==> src/rtl/ascon_round_sequencer_if.sv <==
// Handshake and step bus between an Ascon permutation datapath (master) and
// its round sequencer (slave).
interface ascon_round_sequencer_if #(
    parameter int RndW   = 4,
    parameter int Unroll = 1
);
    logic                  start_i;
    logic [1:0]            mode_i;
    logic [RndW-1:0]       cfg_rounds_i;
    logic                  en_i;
    logic                  abort_i;
    logic                  ready_o;
    logic                  busy_o;
    logic [RndW-1:0]       round_o;
    logic [8*Unroll-1:0]   rc_o;
    logic                  last_o;
    logic                  done_o;
    logic                  cfg_err_o;

    modport slave (
        input  start_i, mode_i, cfg_rounds_i, en_i, abort_i,
        output ready_o, busy_o, round_o, rc_o, last_o, done_o, cfg_err_o
    );

    modport master (
        output start_i, mode_i, cfg_rounds_i, en_i, abort_i,
        input  ready_o, busy_o, round_o, rc_o, last_o, done_o, cfg_err_o
    );
endinterface

==> src/rtl/ascon_round_sequencer.sv <==
// Round sequencer for the Ascon permutation: selectable round count, Unroll
// rounds per enabled step, with start/done handshake, stall and abort.
module ascon_round_sequencer #(
    parameter int MaxRounds = 12,
    parameter int Unroll    = 1,
    parameter int RndW      = 4
) (
    input  logic                    clk_i,
    input  logic                    rst_n_i,
    ascon_round_sequencer_if.slave  bus
);
    // One extra bit keeps round arithmetic free of wrap-around.
    localparam int              CntW  = RndW + 1;
    localparam logic [CntW-1:0] MaxW  = CntW'(MaxRounds);
    localparam logic [CntW-1:0] UnrW  = CntW'(Unroll);

    typedef enum logic {
        IDLE = 1'b0,
        RUN  = 1'b1
    } state_e;

    state_e          state_q, state_d;
    logic [RndW-1:0] rnd_q, rnd_d;
    logic            done_q, done_d;
    logic            cfg_err_q, cfg_err_d;

    logic [CntW-1:0] n_w;
    logic            n_legal;
    logic [CntW-1:0] rnd_ext;
    logic [CntW-1:0] rnd_step;
    logic            busy_w;
    logic            last_w;

    always_comb begin
        case (bus.mode_i)
            2'b00:   n_w = CntW'(12);
            2'b01:   n_w = CntW'(8);
            2'b10:   n_w = CntW'(6);
            default: n_w = {1'b0, bus.cfg_rounds_i};
        endcase
    end

    assign n_legal  = (n_w != '0) && (n_w <= MaxW) && ((n_w % UnrW) == '0);
    assign rnd_ext  = {1'b0, rnd_q};
    assign rnd_step = rnd_ext + UnrW;
    assign busy_w   = (state_q == RUN);
    assign last_w   = busy_w && (rnd_step == MaxW);

    always_ff @(posedge clk_i or negedge rst_n_i) begin
        if (!rst_n_i) begin
            state_q   <= IDLE;
            rnd_q     <= '0;
            done_q    <= 1'b0;
            cfg_err_q <= 1'b0;
        end else begin
            state_q   <= state_d;
            rnd_q     <= rnd_d;
            done_q    <= done_d;
            cfg_err_q <= cfg_err_d;
        end
    end

    always_comb begin
        state_d   = state_q;
        rnd_d     = rnd_q;
        done_d    = 1'b0;
        cfg_err_d = 1'b0;
        if (bus.abort_i) begin
            state_d = IDLE;
        end else begin
            case (state_q)
                IDLE: begin
                    if (bus.start_i) begin
                        if (n_legal) begin
                            state_d = RUN;
                            rnd_d   = RndW'(MaxW - n_w);
                        end else begin
                            cfg_err_d = 1'b1;
                        end
                    end
                end
                RUN: begin
                    if (bus.en_i) begin
                        if (last_w) begin
                            state_d = IDLE;
                            done_d  = 1'b1;
                        end else begin
                            rnd_d = RndW'(rnd_step);
                        end
                    end
                end
                default: state_d = IDLE;
            endcase
        end
    end

    // Constant for round r is {~r, r} on 4 bits; forced to zero outside RUN.
    wire [8*Unroll-1:0] rc_w;
    for (genvar gi = 0; gi < Unroll; gi++) begin : g_rc
        logic [3:0] r_lo;
        assign r_lo              = 4'(rnd_ext + CntW'(gi));
        assign rc_w[8*gi +: 8]   = busy_w ? {4'hF - r_lo, r_lo} : 8'h00;
    end

    assign bus.ready_o   = (state_q == IDLE);
    assign bus.busy_o    = busy_w;
    assign bus.round_o   = rnd_q;
    assign bus.rc_o      = rc_w;
    assign bus.last_o    = last_w;
    assign bus.done_o    = done_q;
    assign bus.cfg_err_o = cfg_err_q;
endmodule

==> src/flat_wrapper.sv <==
// flat-port wrapper written by rule: the top's interface ports become plain ports
module ascon_round_sequencer_flat 
#(
    parameter int MaxRounds = 12,
    parameter int Unroll    = 1,
    parameter int RndW      = 4
)
  (clk_i, rst_n_i, bus_start_i, bus_mode_i, bus_cfg_rounds_i, bus_en_i, bus_abort_i, bus_ready_o, bus_busy_o, bus_round_o, bus_rc_o, bus_last_o, bus_done_o, bus_cfg_err_o);
  ascon_round_sequencer_if #(.RndW(RndW), .Unroll(Unroll)) bus_i ();
  input  logic clk_i;
  input  logic rst_n_i;
  input wire logic [$bits(bus_i.start_i)-1:0] bus_start_i;
  input wire logic [$bits(bus_i.mode_i)-1:0] bus_mode_i;
  input wire logic [$bits(bus_i.cfg_rounds_i)-1:0] bus_cfg_rounds_i;
  input wire logic [$bits(bus_i.en_i)-1:0] bus_en_i;
  input wire logic [$bits(bus_i.abort_i)-1:0] bus_abort_i;
  output wire logic [$bits(bus_i.ready_o)-1:0] bus_ready_o;
  output wire logic [$bits(bus_i.busy_o)-1:0] bus_busy_o;
  output wire logic [$bits(bus_i.round_o)-1:0] bus_round_o;
  output wire logic [$bits(bus_i.rc_o)-1:0] bus_rc_o;
  output wire logic [$bits(bus_i.last_o)-1:0] bus_last_o;
  output wire logic [$bits(bus_i.done_o)-1:0] bus_done_o;
  output wire logic [$bits(bus_i.cfg_err_o)-1:0] bus_cfg_err_o;
  assign bus_i.start_i = bus_start_i;
  assign bus_i.mode_i = bus_mode_i;
  assign bus_i.cfg_rounds_i = bus_cfg_rounds_i;
  assign bus_i.en_i = bus_en_i;
  assign bus_i.abort_i = bus_abort_i;
  assign bus_ready_o = bus_i.ready_o;
  assign bus_busy_o = bus_i.busy_o;
  assign bus_round_o = bus_i.round_o;
  assign bus_rc_o = bus_i.rc_o;
  assign bus_last_o = bus_i.last_o;
  assign bus_done_o = bus_i.done_o;
  assign bus_cfg_err_o = bus_i.cfg_err_o;
  ascon_round_sequencer #(.MaxRounds(MaxRounds), .Unroll(Unroll), .RndW(RndW)) u_core (.clk_i(clk_i), .rst_n_i(rst_n_i), .bus(bus_i));
endmodule
==> config.mk <==
export PLATFORM = sky130hd
export DESIGN_NAME = ascon_round_sequencer_flat
export DESIGN_NICKNAME = d
export VERILOG_FILES = /design/src/rtl/ascon_round_sequencer_if.sv /design/src/rtl/ascon_round_sequencer.sv /design/src/flat_wrapper.sv
export SDC_FILE = /design/constraint.sdc
export NUM_CORES = 1
export LEC_CHECK = 0
export ABC_AREA = 1
export BUFFER_PORTS_ARGS = -buffer_cell sky130_fd_sc_hd__buf_2
export CAP_MARGIN = 20
export CORE_AREA = 2 2 40 42
export CTS_CLUSTER_DIAMETER = 80
export DETAILED_ROUTE_END_ITERATION = 12
export DIE_AREA = 0 0 42 44
export GPL_ROUTABILITY_DRIVEN = 0
export PLACE_DENSITY = 0.8
export SYNTH_ARGS = -nofsm -noshare
export SYNTH_HDL_FRONTEND = slang
export SYNTH_SLANG_ARGS = --single-unit
export TNS_END_PERCENT = 20
==> constraint.sdc <==
create_clock -name clk_i -period 2.5 [get_ports clk_i]
set_input_delay 0.125 -clock clk_i [delete_from_list [all_inputs] [get_ports clk_i]]
set_output_delay 0.125 -clock clk_i [all_outputs]
set_load 0.005 [all_outputs]
After elaboration in Yosys (flattened, before gate mapping)
Cells that the tools add are included.
{"block": "op_classes", "magnitude_cmp": 1, "n_mux": 21, "reduce_logical": 5, "addsub": 3, "bitwise_logic": 2, "n_eq_ne": 7}
{"cell": "$mux 4", "n": 4}
{"cell": "$mux 1", "n": 13}
{"cell": "$pmux 4 s3", "n": 1}
{"cell": "$mux 8", "n": 1}
{"cell": "$pmux 4 s2", "n": 1}
{"cell": "$sub 4x4->4 const A", "n": 2}
{"cell": "$ne 2x2->1 const B", "n": 3}
{"cell": "$add 4x1->5 const B", "n": 1}
{"cell": "$eq 5x4->1 const B", "n": 1}
{"cell": "$reduce_and 5->1", "n": 1}
{"cell": "$reduce_bool 5->1", "n": 1}
{"cell": "$le 4x4->1 const B", "n": 1}
{"cell": "$eq 2x1->1 const B", "n": 1}
{"cell": "$eq 2x2->1 const B", "n": 1}
{"cell": "$logic_and 1x1->1", "n": 2}
{"cell": "$logic_not 2->1", "n": 1}
{"cell": "$ne 2x1->1 const B", "n": 1}
{"cell": "$not 1->1", "n": 2}
{"cell": "$pmux 1 s2", "n": 1}
{"block": "word_totals", "elab_cells": 43, "output_inout_bits": 17, "reg_bits": 7}

Longest topological paths before layout
{"block": "depth", "word_depth": 8, "ltp_mapped": 12, "ltp_nobuf": 12}

Least setup slack after synthesis
OpenSTA, ideal clock, no wires.
{"block": "synth_timing", "path_kind": "register to register", "start": "reg u_core.rnd_q[0], in the netlist u_core.bus.round_o[0]", "end": "reg u_core.rnd_q[0], in the netlist u_core.bus.round_o[0]", "path_stages_with_launch": 11, "slack_ps": 1138, "period_less_slack_ps": 1362, "setup_time_ps": 65, "t_arrival_ps": 1297, "path_cell_list": "dfrtp_1 > ha_1 > inv_1 > nand2_2 > nand3_1 > nor2_1 > nand2_1 > nand2_1 > nor2_2 > nand2_1 > nand2_1"}
{"block": "synth_between", "elab_chain_cells": 5, "word_cells_on_any_way": 8, "classes_between": "1 x add/sub; 2 x eq/ne; 3 x mux; 2 x reduce/logical"}
{"element": "from (decl)", "line_no": "ascon_round_sequencer.sv:23", "source": "logic [RndW-1:0] rnd_q, rnd_d;"}
{"element": "from (signal assigned)", "line_no": "ascon_round_sequencer.sv:57", "source": "rnd_q <= rnd_d;"}
{"element": "$add 4x1->5 *", "line_no": "ascon_round_sequencer.sv:45", "source": "assign rnd_step = rnd_ext + UnrW;"}
{"element": "$eq 5x4->1", "line_no": "ascon_round_sequencer.sv:47", "source": "assign last_w = busy_w && (rnd_step == MaxW);"}
{"element": "$logic_and 1x1->1", "line_no": "ascon_round_sequencer.sv:47"}
{"element": "$ne 2x2->1 (no line)"}
{"element": "$reduce_and 5->1 (no line)"}
Every way passes the cells marked *; elsewhere a longest branch is shown, timed or not. The select of a mux whose other input is x is not followed.
A chain may end at the register's enable or synchronous reset.

Final worst setup path
{"block": "layout_timing", "start": "reg u_core.rnd_q[1], in the netlist u_core.bus.round_o[1]", "end": "out bus_last_o"}
{"block": "layout_between", "elab_chain_cells": 3}
{"element": "$add 4x1->5", "line_no": "ascon_round_sequencer.sv:45"}
{"element": "$eq 5x4->1", "line_no": "ascon_round_sequencer.sv:47"}
{"element": "$logic_and 1x1->1", "line_no": "ascon_round_sequencer.sv:47"}
{"element": "to (decl)", "line_no": "flat_wrapper.sv:21", "source": "output wire logic [$bits(bus_i.last_o)-1:0] bus_last_o;"}
Every way passes these cells.

==> impl_metrics.env <==
export IMPL_status="complete, no violations"
export IMPL_number_of_synthesized_register_bits=7
export IMPL_cp_cell_sequence="ha_1, inv_1, nand2_2, nand4_4, nor2_4, buf_2"
export IMPL_most_common_layout_cells="nand2_1 (45), buf_2 (27), inv_1 (13)"
export IMPL_cts_resized=0
export IMPL_number_of_cells_on_the_worst_hold_path=2
export IMPL_clk_transition_reported_paths_ns=0.05
export IMPL_slew_headroom=0.738
export IMPL_report_final_hold_viol_count=0
export IMPL_port_buffers=27
export IMPL_setup_total_negative_slack_ns=0
export IMPL_first_global_vias=597
export IMPL_timing_setup_critical_path_class="flip-flop to primary output"
export IMPL_core_region_area_mm2=0.00142
export IMPL_reg2reg_depth=10
export IMPL_globalRouteOverflowTotal=0
export IMPL_detail_route_antenna_nets=0
export IMPL_cp_slowest_stage_delay_ns=0.52
export IMPL_crit_path_top_delay_cell="dfrtp_1"
export IMPL_hpwlAfterDp_um=1130
export IMPL_power_ir_vdd_worst_mv=0.150
export IMPL_fin_skew_ns=0.00337
export IMPL_drive_above_1_share=0.328
export IMPL_nNetsFinal=149
export IMPL_cp_max_fo=9
export IMPL_crit_reg2reg_launch="u_core.bus.round_o[1]$_DFFE_PN0P_"
export IMPL_grt_pass1_wl_um=2330
export IMPL_filler_cell_count=134
export IMPL_die_height_um=44
export IMPL_synthesis_instances=105
export IMPL_synth_area_per_cell_um2=6.42
export IMPL_p_per_area_mw_per_mm2=524
export IMPL_worstHoldEndpoint="u_core.bus.done_o$_DFF_PN0_"
export IMPL_worst_setup_path_start_kind="flip-flop"
export IMPL_cts_inserted_buffers=3
export IMPL_hold_path_startpoint="bus_abort_i"
export IMPL_drcViolationCount=0
export IMPL_mappedNetlistArea_um2=674
export IMPL_power_static_leakage_uw=0.000537
export IMPL_setup_viol_count_final=0
export IMPL_layout_cells_most_common="nand2_1"
export IMPL_antenna_found_initial=0
export IMPL_unrepaired_setup_endpoints_after_global_routing="no"
export IMPL_p_total_uw=436
export IMPL_flow_area_growth_from_synthesis_pct=23.4
export IMPL_cts_htree_levels=1
export IMPL_worst_r2r_setup_slack_ns=0.98
export IMPL_detail_route_vias_per_cell=4.60
export IMPL_finish_instance_area_um2=832
export IMPL_hp_class="input port to flip-flop"
export IMPL_std_cell_rows=14
export IMPL_detail_route_wl_per_cell_um=9.09
export IMPL_total_routing_resource_utilization_after_global_routing=0.168
export IMPL_min_period_ns=1.64
export IMPL_maxSlewViolCount=0
export IMPL_n_antenna_cell=0
export IMPL_max_cap_viols=0
export IMPL_post_route_util=0.586
export IMPL_cts_setup_buffers=0
export IMPL_clock_sinks=7
export IMPL_top_level_ports=28
export IMPL_period_share=0.657
export IMPL_dpl_instance_area_um2=796
export IMPL_wl_um=1360
export IMPL_fmax_mhz=608
export IMPL_worstSetupEndpointType="primary output"
export IMPL_insertion_delay_ns=0.26
export IMPL_die_width_um=42
export IMPL_ctsRootBufferMaster="clkbuf_4"
export IMPL_clock_tree_from_tritoncts="built"
export IMPL_worst_tran_pin_value_ns=0.394
export IMPL_drt_first_pass_iters=4
export IMPL_syn_num_nets=119
export IMPL_max_clock_path_buffers=2
export IMPL_rr_endpoint="u_core.bus.round_o[0]$_DFFE_PN0P_"
export IMPL_synth_warnings=0
export IMPL_synth_yosys_seq_area_share=0.260
export IMPL_drt_first_iter_violations=3
export IMPL_timing_critical_path_required_ns=2.38
export IMPL_yosysUniqueCellTypes=18
export IMPL_worstPathArrival_ns=1.52
export IMPL_buffers_plus_inverters_on_the_worst_setup_path=2
export IMPL_critical_path_top_delay_family="flip-flops"
export IMPL_fp_dieArea_mm2=0.00185
export IMPL_floorplan_initialDensity=0.475
export IMPL_via_count=690
export IMPL_grt_start_max_net_pins=13
[cells in the mapped netlist]
cell	count	area (um2)
nor2_4	1	11.3
nand3_1	7	35.0
nand3_2	2	20.0
nand2_2	5	31.3
o21ai_1	1	5.00
nand2_4	1	11.3
inv_2	2	7.51
buf_6	3	33.8
nor3_1	1	5.00
nand4_1	2	12.5
o21bai_1	1	7.51
ha_1	3	37.5
dfrtp_1	7	175
nand4_4	1	21.3
nor2_2	2	12.5
inv_1	13	48.8
nor2_1	8	30.0
nand2_1	45	169
[cell type report]
| type | instances | area, um2 | share of cell area |
|---|---|---|---|
| clock buffer | 4 | 26.3 | 0.0316 |
| inverter | 15 | 56.3 | 0.0677 |
| multi-input combinational | 80 | 409 | 0.492 |
| sequential | 7 | 175 | 0.211 |
| tap | 16 | 20.0 | 0.0241 |
| timing repair buffer | 28 | 145 | 0.174 |
[metal layers]
metal / up-vias / track usage / routed length, um
met5: - / 0 / 0
met3: 2 / 0.0250 / 55
li1: 376 / - / -
met1: 293 / 0.200 / 602
met2: 19 / 0.281 / 685
met4: 0 / 0.116 / 21
[logic make-up after synthesis]
| group | after synthesis | synth area share |
|---|---|---|
| DFF | 7 | 0.260 |
| and+or+nand+nor | 75 | 0.532 |
| adders and majority gates | 3 | 0.0557 |
| AOI/OAI and AO/OA | 2 | 0.0185 |
| buffers and inverters | 18 | 0.134 |
[state kept, by name (all words and copies together), names as in the netlist]
signal,count
u_core.bus.cfg_err_o,1
u_core.bus.busy_o,1
u_core.bus.done_o,1
u_core.bus.round_o,4
[worst max path at each step]
stage,from,to,cells past startpoint
2_1_floorplan,u_core.bus.round_o[0]$_DFFE_PN0P_,u_core.bus.round_o[0]$_DFFE_PN0P_,10
3_3_place_gp,u_core.bus.round_o[1]$_DFFE_PN0P_,u_core.bus.round_o[0]$_DFFE_PN0P_,10
3_5_place_dp,u_core.bus.round_o[1]$_DFFE_PN0P_,u_core.bus.round_o[0]$_DFFE_PN0P_,10
4_1_cts,u_core.bus.round_o[1]$_DFFE_PN0P_,bus_last_o,6
5_1_grt,u_core.bus.round_o[1]$_DFFE_PN0P_,bus_last_o,6
6_report,u_core.bus.round_o[1]$_DFFE_PN0P_,bus_last_o,6
[repair_timing]
| item | CTS | global route |
|---|---|---|
| setup endpoints to repair | 0 | 0 |
| hold buffers | 1 | 0 |
| hold endpoints to repair | 7 | 0 |
[through the flow]
step	hold WS, ns	setup WS (ns)	instances
finish	0.0508	0.856	150
global route	0.0438	0.708	150
CTS	0.0453	0.838	150
detailed placement	-0.0377	0.977	145
global placement	-0.0389	1.04	145
floorplan	-0.171	1.14	105
[report_power, final]
part	switching (uW)	internal, uW
clock	43.6	61.0
sequential	43.8	131
combinational	88.7	68.2
total	176	260
Power figures use the tool's default switching activity.
